## src/rtl/mul_arbiter.sv

```systemverilog
// mul_arbiter: round-robin arbiter sharing one repeated-addition multiplier among N requesters
//
// Build option: define MUL_ARB_BYPASS_EN to answer trivial operands (A==0, B==0, A==1)
// directly from IDLE without starting the multiplier.
//
// Ports:
//   Clk_i        clock, all logic on posedge
//   Rst_n_i      synchronous active-low reset
//   req_i        per-requester request level
//   req_b_i      flattened 64-bit B operands, requester i at [i*64 +: 64]
//   req_a_i      flattened 32-bit A operands, requester i at [i*32 +: 32]
//   gnt_o        one-hot grant, high from issue through completion
//   done_o       one-cycle completion pulse to the granted requester
//   res_o        product, valid with done, held until the next completion
//   busy_o       high whenever the arbiter is not idle
//   mul_b_o      registered B operand to the multiplier
//   mul_a_o      registered A operand to the multiplier
//   mul_start_o  one-cycle start pulse to the multiplier
//   mul_r_i      multiplier result
//   mul_ack_i    multiplier ack, sticky until the next start is accepted
module mul_arbiter #(
   parameter int N  = 4,
   parameter int IW = 3
) (
   input  logic            Clk_i,
   input  logic            Rst_n_i,
   input  logic [N-1:0]    req_i,
   input  logic [N*64-1:0] req_b_i,
   input  logic [N*32-1:0] req_a_i,
   output logic [N-1:0]    gnt_o,
   output logic [N-1:0]    done_o,
   output logic [63:0]     res_o,
   output logic            busy_o,
   output logic [63:0]     mul_b_o,
   output logic [31:0]     mul_a_o,
   output logic            mul_start_o,
   input  logic [63:0]     mul_r_i,
   input  logic            mul_ack_i
);
   typedef enum logic [2:0] {IDLE, ISSUE, SETTLE, WAIT, DONE} state_t;
   state_t          state_q, state_d;
   logic [IW-1:0]   ptr_q, ptr_d, idx_q, idx_d;
   logic [N-1:0]    gnt_q, gnt_d, done_q, done_d;
   logic [63:0]     res_q, res_d, mul_b_q, mul_b_d;
   logic [31:0]     mul_a_q, mul_a_d;
   logic            busy_q, busy_d, mul_start_q, mul_start_d;
   logic            any, byp;
   logic [N-1:0]    rot;
   logic [IW-1:0]   off, w;
   logic [IW:0]     sum;
   logic [63:0]     wb;
   logic [31:0]     wa;
   assign any = |req_i;
   // Rotate requests so bit 0 is the pointer position; the lowest set bit is the winner offset.
   always_comb begin
      rot = N'({req_i, req_i} >> ptr_q);
      off = '0;
      for (int j = N - 1; j >= 0; j--)
         if (rot[j]) off = IW'(j);
      sum = {1'b0, ptr_q} + {1'b0, off};
      w = (sum >= (IW+1)'(N)) ? IW'(sum - (IW+1)'(N)) : sum[IW-1:0];
      wb = '0;
      wa = '0;
      for (int i = 0; i < N; i++)
         if (w == IW'(i)) begin
            wb = req_b_i[i*64 +: 64];
            wa = req_a_i[i*32 +: 32];
         end
   end
`ifdef MUL_ARB_BYPASS_EN
   assign byp = (wa == 32'd0) || (wb == 64'd0) || (wa == 32'd1);
`else
   assign byp = 1'b0;
`endif
   always_ff @(posedge Clk_i) begin
      if (!Rst_n_i) begin
         state_q     <= IDLE;
         ptr_q       <= '0;
         idx_q       <= '0;
         gnt_q       <= '0;
         done_q      <= '0;
         res_q       <= '0;
         busy_q      <= 1'b0;
         mul_start_q <= 1'b0;
         mul_b_q     <= '0;
         mul_a_q     <= '0;
      end else begin
         state_q     <= state_d;
         ptr_q       <= ptr_d;
         idx_q       <= idx_d;
         gnt_q       <= gnt_d;
         done_q      <= done_d;
         res_q       <= res_d;
         busy_q      <= busy_d;
         mul_start_q <= mul_start_d;
         mul_b_q     <= mul_b_d;
         mul_a_q     <= mul_a_d;
      end
   end
   // ISSUE and SETTLE never look at mul_ack_i: the previous operation's ack can still be high there.
   always_comb begin
      state_d = (state_q == IDLE)   ? (any ? (byp ? DONE : ISSUE) : IDLE) :
                (state_q == ISSUE)  ? SETTLE :
                (state_q == SETTLE) ? WAIT :
                (state_q == WAIT)   ? (mul_ack_i ? DONE : WAIT) : IDLE;
   end
   always_comb begin
      ptr_d       = ptr_q;
      idx_d       = idx_q;
      gnt_d       = gnt_q;
      done_d      = '0;
      res_d       = res_q;
      busy_d      = busy_q;
      mul_start_d = 1'b0;
      mul_b_d     = mul_b_q;
      mul_a_d     = mul_a_q;
      if (state_q == IDLE && any) begin
         idx_d  = w;
         gnt_d  = N'(1) << w;
         busy_d = 1'b1;
         if (byp) begin
            res_d  = (wa == 32'd1) ? wb : '0;
            done_d = N'(1) << w;
         end else begin
            mul_start_d = 1'b1;
            mul_b_d     = wb;
            mul_a_d     = wa;
         end
      end
      if (state_q == WAIT && mul_ack_i) begin
         res_d  = mul_r_i;
         done_d = N'(1) << idx_q;
      end
      if (state_q == DONE) begin
         gnt_d  = '0;
         busy_d = 1'b0;
         ptr_d  = (idx_q == IW'(N - 1)) ? '0 : idx_q + IW'(1);
      end
   end
   assign gnt_o       = gnt_q;
   assign done_o      = done_q;
   assign res_o       = res_q;
   assign busy_o      = busy_q;
   assign mul_b_o     = mul_b_q;
   assign mul_a_o     = mul_a_q;
   assign mul_start_o = mul_start_q;
endmodule
```

## config.mk

```make
export PLATFORM = sky130hd
export DESIGN_NAME = mul_arbiter
export DESIGN_NICKNAME = d
export VERILOG_FILES = /design/src/rtl/mul_arbiter.sv
export SDC_FILE = /design/constraint.sdc
export NUM_CORES = 1
export LEC_CHECK = 0
export BUFFER_PORTS_ARGS = -buffer_cell sky130_fd_sc_hd__buf_2
export CORE_AREA = 8 8 235 237
export CTS_CLUSTER_DIAMETER = 200
export DETAILED_ROUTE_END_ITERATION = 7
export DIE_AREA = 0 0 243 245
export GPL_TIMING_DRIVEN = 0
export HOLD_SLACK_MARGIN = 0.1
export REMOVE_ABC_BUFFERS = 1
export SETUP_SLACK_MARGIN = 0.15
export SLEW_MARGIN = 0
export SYNTH_ARGS = -nofsm -noshare
export SYNTH_HDL_FRONTEND = slang
export SYNTH_SLANG_ARGS = --single-unit
```

## constraint.sdc

```tcl
create_clock -name Clk_i -period 3.93 [get_ports Clk_i]
set_clock_uncertainty 0.05 [all_clocks]
set_input_delay 0.5895 -clock Clk_i [delete_from_list [all_inputs] [get_ports Clk_i]]
set_output_delay 0.5895 -clock Clk_i [all_outputs]
set_load 0.05 [all_outputs]
```

=== Yosys cells after proc, flatten, opt, wreduce, memory -nomap -nowiden ===
Cells that the tools add are included.

* Add/sub/neg operators: 3
* Magnitude comparators: 1
* Equality and inequality tests: 8
* Shifts and indexed selects: 3
* Multiplexer cells: 21
* Bitwise gates (word level): 1
* Reduce and logical (&&, ||, !) cells: 7

{| class="wikitable"
|+ Operator list
! operator !! number
|-
| $mux 64 || 4
|-
| $mux 32 || 4
|-
| $mux 3 || 8
|-
| $eq 3x2->1 const B || 5
|-
| $shl 1x3->4 const A || 2
|-
| $shr 8x3->4 || 1
|-
| $eq 3x1->1 const B || 2
|-
| $logic_not 3->1 || 2
|-
| $mux 2 || 3
|-
| $add 3x3->4 || 1
|-
| $ge 4x3->1 const B || 1
|-
| $reduce_or 4->1 || 1
|-
| $add 3x1->3 const B || 1
|-
| $eq 3x3->1 const B || 1
|-
| $sub 3x3->3 const B || 1
|-
| $logic_and 1x1->1 || 2
|-
| $mux 1 || 2
|-
| $reduce_and 2->1 || 1
|-
| $reduce_or 2->1 || 1
|-
| $not 1->1 || 1
|}

* Flip-flop bits (word level): 179
* Input port bits: 455
* Output and inout bits: 170

=== Depth between registers and ports, before layout ===
Gate-level depths: netlist of the first run.

* Depth after elaboration: 13
* Mapped depth: 15

=== Worst setup path after synthesis of the first run ===
OpenSTA, ideal clock, no wires.

* Kind: input -> register
* From: input port req_i[2]
* To: register mul_a_q[10], in the netlist mul_a_o[10]
* Setup time: 122 ps
* Arrival time: 3,307 ps
* Required time: 3,758 ps
* Path slack: 452 ps
* Cell stages on the path: 13
* Path buffers: 2
* Cell sequence: nor2b_1 > a21oi_1 > a21o_1 > a22o_1 > ha_1 > inv_1 > fa_1 > clkbuf_1 > buf_1 > mux2i_1 > a2bb2oi_1 > nor3_1 > a221o_1

* Word-level cells in the longest chain between the ends: 13

{| class="wikitable"
|+ RTL lines
! element !! line !! source
|-
| start, declared || 27 || <nowiki>input logic [N-1:0] req_i,</nowiki>
|-
| $shr 8x3->4 || 56 || <nowiki>rot = N'({req_i, req_i} >> ptr_q);</nowiki>
|-
| $mux 2 (3 in a row) || 59 || <nowiki>if (rot[j]) off = IW'(j);</nowiki>
|-
| $mux 3 || 59 ||
|-
| $add 3x3->4 || 60 || <nowiki>sum = {1'b0, ptr_q} + {1'b0, off};</nowiki>
|-
| $ge 4x3->1 / $sub 3x3->3 (equally long branches) || 61 || <nowiki>w = (sum >= (IW+1)'(N)) ? IW'(sum - (IW+1)'(N)) : sum[IW-1:0];</nowiki>
|-
| $mux 3 || 61 ||
|-
| $logic_not 3->1 || 65 || <nowiki>if (w == IW'(i)) begin</nowiki>
|-
| $mux 32 (4 in a row) || 65 ||
|-
| end signal, assigned || 97 || <nowiki>mul_a_q <= mul_a_d;</nowiki>
|-
| end, declared || 45 || <nowiki>logic [31:0] mul_a_q, mul_a_d;</nowiki>
|}

Several ways; a longest one is shown, not always the timed one.
A chain may end at the register's enable or synchronous reset.

=== Worst setup path in the final report of the first run ===
* From: register ptr_q[0]
* To: register mul_b_q[28], in the netlist mul_b_o[28]

* Word-level cells in the longest chain between the ends: 13

{| class="wikitable"
|+ RTL lines
! element !! line !! source
|-
| start, declared || 42 || <nowiki>logic [IW-1:0] ptr_q, ptr_d, idx_q, idx_d;</nowiki>
|-
| start signal, assigned || 89 || <nowiki>ptr_q <= ptr_d;</nowiki>
|-
| $shr 8x3->4 || 56 ||
|-
| $mux 2 (3 in a row) || 59 ||
|-
| $mux 3 || 59 ||
|-
| $add 3x3->4 * || 60 ||
|-
| $ge 4x3->1 / $sub 3x3->3 (equally long branches) || 61 ||
|-
| $mux 3 * || 61 ||
|-
| $logic_not 3->1 || 65 ||
|-
| $mux 64 (3 in a row) || 65 ||
|-
| $mux 64 * || 65 ||
|-
| end signal, assigned || 96 || <nowiki>mul_b_q <= mul_b_d;</nowiki>
|-
| end, declared || 44 || <nowiki>logic [63:0] res_q, res_d, mul_b_q, mul_b_d;</nowiki>
|}

Mark *: on every way between the ends. The rest lies on a longest branch, timed or not.

==> impl_metrics.json, run 1 <==
{
  "maxCapViolations": 0,
  "ys_seq_area_frac": 0.419,
  "dp_hpwl_mm": 38.2,
  "crit_top_cell": "buf_6",
  "worst_path_largest_cell_delay_ps": 510,
  "instances_no_fill": 2238,
  "holdBufCountCts": 0,
  "outcome": "finished clean",
  "path_cells": "clkbuf_2, o21ai_1, a22o_1, ha_4, inv_1, fa_4, nor3_4, buf_6, buf_8, buf_12, buf_8, nor4b_4, buf_6, buf_6, buf_6, buf_6, a221o_1",
  "crit_slowest_cell": "fa_4",
  "period_needed_ps": 3710,
  "place_ws_ps": -1150,
  "ys_ff_latch": 179,
  "cts_buffers": 17,
  "hold_viol": 0,
  "nets": 1986,
  "setup_tns_ps": 0,
  "cts.path.max_buffers": 2,
  "hold_slack_ps": 277,
  "power.density_nw_per_um2": 418,
  "worstMarginPinSlew_ps": 1350,
  "viasPerCell": 4.68,
  "min_path_type": "input port to register",
  "dr.pass1.iters": 5,
  "period_share": 0.945,
  "syn_area_sq_um": 8560,
  "n_fill_cell": 5630,
  "yosys_warnings": 0,
  "vdd_ir_drop_max_uv": 298,
  "critPathBufInv": 10,
  "combPwrFrac": 0.312,
  "dpl_cell_area_sq_um": 12700,
  "fmax_mhz": 269,
  "start_util": 0.165,
  "area_growth_pct": 57.3,
  "synthDistinctLibCells": 37,
  "antenna_left": 0,
  "timing.slew.headroom": 0.0904,
  "critPathTopFamily": "buffers and inverters",
  "fin_area_sq_um": 13500,
  "wire_per_inst_um": 22.1,
  "setup-violations-final": 0,
  "grt_pass1_wl_mm": 70.6,
  "grt_overflow": 0,
  "place.gp.congestion": 0.926,
  "p_sw_frac": 0.374,
  "port_buffers": 624,
  "internal-power_mw": 3.52,
  "layout_setup_ws_ps": 215,
  "htree_levels": 4,
  "drt_iter0_drc": 578,
  "ios": 625,
  "postSynthAreaPerCell_sq_um": 9.06,
  "insertion_delay_ps": 470,
  "power_leakage_nw": 6.72,
  "startpoint_type": "register",
  "grt_start_max_net_pins": 73,
  "power_frac_seq": 0.367,
  "finalWirelength_mm": 49.4,
  "antenna_found_initial": 26,
  "die-area_sq_um": 59500,
  "rsz0062_at_grt": "yes",
  "required_ps": 4240,
  "core_sq_um": 51700,
  "switchingPower_mw": 2.11,
  "die_h_um": 245,
  "track_usage": 0.157,
  "dp_cells": 2185,
  "crit_arrival_ps": 4020,
  "drc": 0,
  "worstPathMaxFanout": 17,
  "cts_tree": "yes",
  "clk_transition_reported_paths_ps": 90,
  "grt_pass1_vias": 10800,
  "clkPwrFrac": 0.321,
  "drive_above_1_share": 0.464,
  "die_w_um": 243,
  "vias": 10500,
  "syn_inst": 944,
  "cts_sinks": 179,
  "slew_violations": 0,
  "crit_path_end_kind": "register",
  "crit_type": "register to register",
  "fp-row-count": 84,
  "cts-root-buf": "clkbuf_16"
}
-- layout by cell type (no fill, tap or decap), types with 10 or more instances in the layout --
cell type | synthesis | layout
dfxtp_1 | 179 | 177
mux2i_1 | 96 | 95
buf_6 | 0 | 11
a21oi_1 | 76 | 75
clkbuf_16 | 0 | 17
a2bb2oi_1 | 96 | 95
a221o_1 | 96 | 96
nor2_1 | 13 | 11
buf_2 | 11 | 624
diode_2 | 0 | 10
nand2_1 | 141 | 141
nor3_1 | 97 | 95
-- repair_timing --
item | 4_1_cts | 5_1_grt
pin swaps | 1 | 0
gates resized for setup | 6 | 10
endpoints found under the setup margin | 98 | 74
setup buffers | 5 | 3
endpoints found under the hold margin | 0 | 0
gates cloned | 3 | 0
-- cells in the mapped netlist, drive strengths merged --
cell type / number / share of area
dfxtp: 179 / 0.42
nand2: 141 / 0.062
nor3: 97 / 0.057
a221o: 96 / 0.11
a2bb2oi: 96 / 0.098
mux2i: 96 / 0.11
clkbuf: 80 / 0.035
a21oi: 76 / 0.044
buf: 19 / 0.0099
nor2: 13 / 0.0057
inv: 7 / 0.0031
nor4: 4 / 0.0029
o21ai: 4 / 0.0023
ha: 3 / 0.0044
nand2b: 3 / 0.0022
nor3b: 3 / 0.0026
nor4b: 3 / 0.0048
or4: 3 / 0.0026
a21o: 2 / 0.0018
a22o: 2 / 0.0020
nand3: 2 / 0.0012
nand4b: 2 / 0.0020
nor2b: 2 / 0.0015
a211oi: 1 / 0.00088
a22oi: 1 / 0.00088
a41o: 1 / 0.0012
and2: 1 / 0.00073
and3: 1 / 0.00073
fa: 1 / 0.0023
nand4: 1 / 0.00073
o22ai: 1 / 0.00073
or2: 1 / 0.00073
or3b: 1 / 0.0010
or4b: 1 / 0.0012
-- routing by layer --
layer | track usage | vias up | part of all wire | wire (um)
li1 | - | 4772 | - | -
met1 | 0.172 | 5002 | 0.38 | 18600
met2 | 0.263 | 587 | 0.48 | 23900
met3 | 0.0685 | 87 | 0.10 | 5110
met4 | 0.0647 | 16 | 0.033 | 1620
met5 | 0 | - | 0.0020 | 97
-- cell type report --
| class | instances | area (sq um) | share of cell area |
|---|---|---|---|
| Multi-Input combinational cell | 661 | 4650 | 0.346 |
| Clock inverter | 15 | 183 | 0.0136 |
| Timing Repair Buffer | 661 | 3700 | 0.275 |
| Antenna cell | 10 | 25.0 | 0.00186 |
| Tap cell | 688 | 861 | 0.0639 |
| Sequential cell | 179 | 3590 | 0.267 |
| Inverter | 7 | 26.3 | 0.00195 |
| Clock buffer | 17 | 425 | 0.0316 |
-- logic make-up after synthesis --
family	synth area share
multiplexers	0.112
adder cells (fa/ha/maj)	0.00673
flip-flops	0.419
AO/OA/AOI/OAI	0.265
AND/OR/NAND/NOR	0.149
buffers and inverters	0.0481
-- per-stage QoR --
stage	power [mW]	utilization
3_3_place_gp	3.83	0.235
3_5_place_dp	3.83	0.245
6_report	5.62	0.260
5_1_grt	5.89	0.260
2_1_floorplan	3.18	-
4_1_cts	5.72	0.259
-- final timing paths --
path	cells past startpoint	endpoint	start	slack (ps)
worst min register to register	2	res_o[23]$_SDFFE_PN0P_	res_o[23]$_SDFFE_PN0P_	400
worst min-delay path	2	mul_b_o[22]$_SDFFE_PN0P_	req_b_i[214]	280
worst max-delay path	17	mul_b_o[28]$_SDFFE_PN0P_	ptr_q[0]$_SDFFE_PN0P_	220
worst max register to register	17	mul_b_o[28]$_SDFFE_PN0P_	ptr_q[0]$_SDFFE_PN0P_	220
-- sequential cells by signal, indices dropped and copies added (netlist names) --
name and cells:
state_q 3, done_o 4, gnt_o 4, idx_q 3, busy_o 1, mul_a_o 32, ptr_q 3, res_o 64
mul_start_o 1, mul_b_o 64
-- power by group through the flow --
stage	Clock, mW	Sequential, mW	Combinational [mW]
finish	1.81	2.06	1.76
CTS	1.89	2.06	1.76
global placement	0	2.09	1.74
global route	1.95	2.08	1.85
floorplan	0	2.59	0.588
detailed placement	0	2.10	1.73
(Power assumes the default switching activity.)
==> run 2: changes to the inputs <==
--- a/config.mk
+++ b/config.mk
@@ -12,6 +12,7 @@
 export DIE_AREA = 0 0 243 245
 export GPL_TIMING_DRIVEN = 0
 export HOLD_SLACK_MARGIN = 0.1
+export PLACE_DENSITY_LB_ADDON = 0.08
 export REMOVE_ABC_BUFFERS = 1
 export SETUP_SLACK_MARGIN = 0.15
 export SLEW_MARGIN = 0
==> constraint.sdc (replaced) <==
create_clock -name Clk_i -period 3.93 [get_ports Clk_i]
set_clock_uncertainty 0.05 [all_clocks]
set_input_delay 0.786 -clock Clk_i [delete_from_list [all_inputs] [get_ports Clk_i]]
set_output_delay 0.786 -clock Clk_i [all_outputs]
set_load 0.05 [all_outputs]
==> run 2 against run 1 <==
First-iteration DRC count decreased by 46%. Core utilization down 0.082 points. Clock-buffer cell count is 1 higher. Critical endpoint is now mul_b_o[21]$_SDFFE_PN0P_. Sequential power hardly changed. Largest cell class unchanged. Register-to-register slack improved by 40 ps. Clock power about the same.
==> impl_metrics.json, run 2 (same netlist as run 1, synthesis figures left out) <==
{
  "grt_pass1_vias": 10400,
  "power.density_nw_per_um2": 418,
  "n_fill_cell": 5736,
  "final_common_cell": "buf_2",
  "port_buffers": 624,
  "die-area_sq_um": 59500,
  "fmax_mhz": 272,
  "period_share": 0.937,
  "fin_area_sq_um": 13400,
  "period_needed_ps": 3680,
  "crit_slowest_cell": "fa_4",
  "dp_hpwl_mm": 41.4,
  "critPathBufInv": 4,
  "cts_buffers": 17,
  "finalWirelength_mm": 52.6,
  "r2r_end": "mul_b_o[21]$_SDFFE_PN0P_",
  "power_leakage_nw": 6.67,
  "drt_iter0_drc": 315,
  "maxCapViolations": 0,
  "critPathTopFamily": "adder cells",
  "track_usage": 0.169,
  "area_growth_pct": 56.8,
  "holdBufCountCts": 0,
  "met2_usage": 0.290,
  "setup_tns_ps": 0,
  "cts_sinks": 179,
  "die_h_um": 245,
  "slew_violations": 0,
  "fp-row-count": 84,
  "nets": 1985,
  "crit_type": "input port to register",
  "htree_levels": 4,
  "antenna_left": 0,
  "antenna_found_initial": 39,
  "min_path_type": "register to register",
  "drc": 0,
  "rsz0062_at_grt": "yes",
  "worst_path_largest_cell_delay_ps": 850,
  "worstPathMaxFanout": 46,
  "worstMarginPinSlew_ps": 846,
  "grt_overflow": 0,
  "die_w_um": 243,
  "ios": 625,
  "grt_start_max_net_pins": 73,
  "worstHoldPathCells": 2,
  "met3_usage": 0.0795,
  "path_cells": "buf_2, nor2b_1, a21oi_1, a21o_1, a22o_1, ha_4, inv_1, fa_4, buf_4, buf_16, mux2i_4, a2bb2oi_1, nor3_1, a221o_1",
  "crit_arrival_ps": 3990,
  "clk_transition_reported_paths_ps": 60,
  "rrSetupSlack_ps": 260,
  "core_sq_um": 51700,
  "grt_pass1_wl_mm": 74.2,
  "rr_worst_depth": 13,
  "setup-violations-final": 0,
  "cts.path.max_buffers": 2,
  "vdd_ir_drop_max_uv": 339,
  "place.gp.congestion": 0.815,
  "timing.slew.headroom": 0.436,
  "use_met1": 0.188,
  "instances_no_fill": 2238,
  "dpl_cell_area_sq_um": 12700,
  "drive_above_1_share": 0.461,
  "cts-root-buf": "clkbuf_16",
  "busiest_layer": "met2",
  "layout_setup_ws_ps": 249,
  "final_cell_mix": "624 x buf_2, 178 x dfxtp_1, 141 x nand2_1, 96 x nor3_1, 96 x a221o_1",
  "r2r_start": "ptr_q[0]$_SDFFE_PN0P_",
  "dr.pass1.iters": 5,
  "hold_start": "res_o[7]$_SDFFE_PN0P_",
  "insertion_delay_ps": 480,
  "vias": 9961,
  "outcome": "finished clean",
  "dp_cells": 2188,
  "viasPerCell": 4.45,
  "required_ps": 4240,
  "wire_per_inst_um": 23.5,
  "startpoint_type": "input port",
  "start_util": 0.165,
  "hold_viol": 0,
  "crit_path_end_kind": "register",
  "place_ws_ps": -1050,
  "holdPathEnd": "res_o[7]$_SDFFE_PN0P_",
  "cts_tree": "yes"
}
run 2: cell types whose count changed in the layout (fill, tap and decap cells not counted), sizes merged:
| cell | previous run | this run |
|---|---|---|
| diode | 10 | 11 |
| bufbuf | 1 | 0 |
| clkbuf | 18 | 19 |
| and2 | 3 | 2 |
| bufinv | 1 | 2 |
| buf | 659 | 660 |
| clkinv | 4 | 6 |
| inv | 15 | 11 |
run 2: stage by stage:
step | utilization | hold slack, ps | power [mW]
after floorplan | - | 422 | 3.18
after global placement | 0.235 | 390 | 3.89
after detailed placement | 0.246 | 394 | 3.86
after CTS | 0.258 | 403 | 5.73
after global routing | 0.259 | 420 | 5.91
final | 0.260 | 399 | 5.61
run 2: worst max path at each step:
stage	from	endpoint	slack (ps)	cells past startpoint
2_1_floorplan	req_i[2]	mul_a_o[0]$_SDFFE_PN0P_	-6140	10
3_3_place_gp	req_i[2]	gnt_o[3]$_SDFFE_PP0P_	-20520	11
3_5_place_dp	req_i[2]	mul_a_o[23]$_SDFFE_PN0P_	-1050	14
4_1_cts	ptr_q[0]$_SDFFE_PN0P_	mul_a_o[23]$_SDFFE_PN0P_	180	13
5_1_grt	ptr_q[0]$_SDFFE_PN0P_	mul_b_o[21]$_SDFFE_PN0P_	100	13
6_report	req_i[2]	mul_b_o[21]$_SDFFE_PN0P_	250	14
run 2: area by class of cell:
| class | count | area (sq um) | share of cell area |
|---|---|---|---|
| clock buffer | 18 | 429 | 0.0320 |
| multi-input combinational | 660 | 4640 | 0.346 |
| inverter | 7 | 28.8 | 0.00214 |
| sequential | 179 | 3580 | 0.267 |
| clock inverter | 14 | 151 | 0.0113 |
| tap | 688 | 861 | 0.0641 |
| timing repair buffer | 661 | 3690 | 0.275 |
| antenna | 11 | 27.5 | 0.00205 |
run 2: power by group:
part	switching (mW)	internal, mW	leakage, nW
Sequential	0.0860	1.97	1.46
Combinational	1.13	0.635	4.93
Clock	0.850	0.942	0.282
Total	2.06	3.54	6.67
run 2: layer usage:
| layer | vias up | share of wire |
|---|---|---|
| met1 | 4695 | 0.39 |
| met2 | 387 | 0.50 |
| li1 | 4762 | - |
| met5 | - | 0.0041 |
| met4 | 34 | 0.016 |
| met3 | 83 | 0.090 |
run 2: tightest hold or removal path: cells and delay by family (launching register included):
family,cells,cell delay (ps)
AOI/OAI and AO/OA,1,50
DFF,1,300
and+or+nand+nor,1,50
run 2: timing repair:
item / 4_1_cts / 5_1_grt
buffers inserted: 4 / 1
endpoints found under the setup margin: 97 / 27
pin swaps: 1 / 1
endpoints found under the hold margin: 0 / 0
gates cloned: 1 / 0
resized for setup: 2 / 5
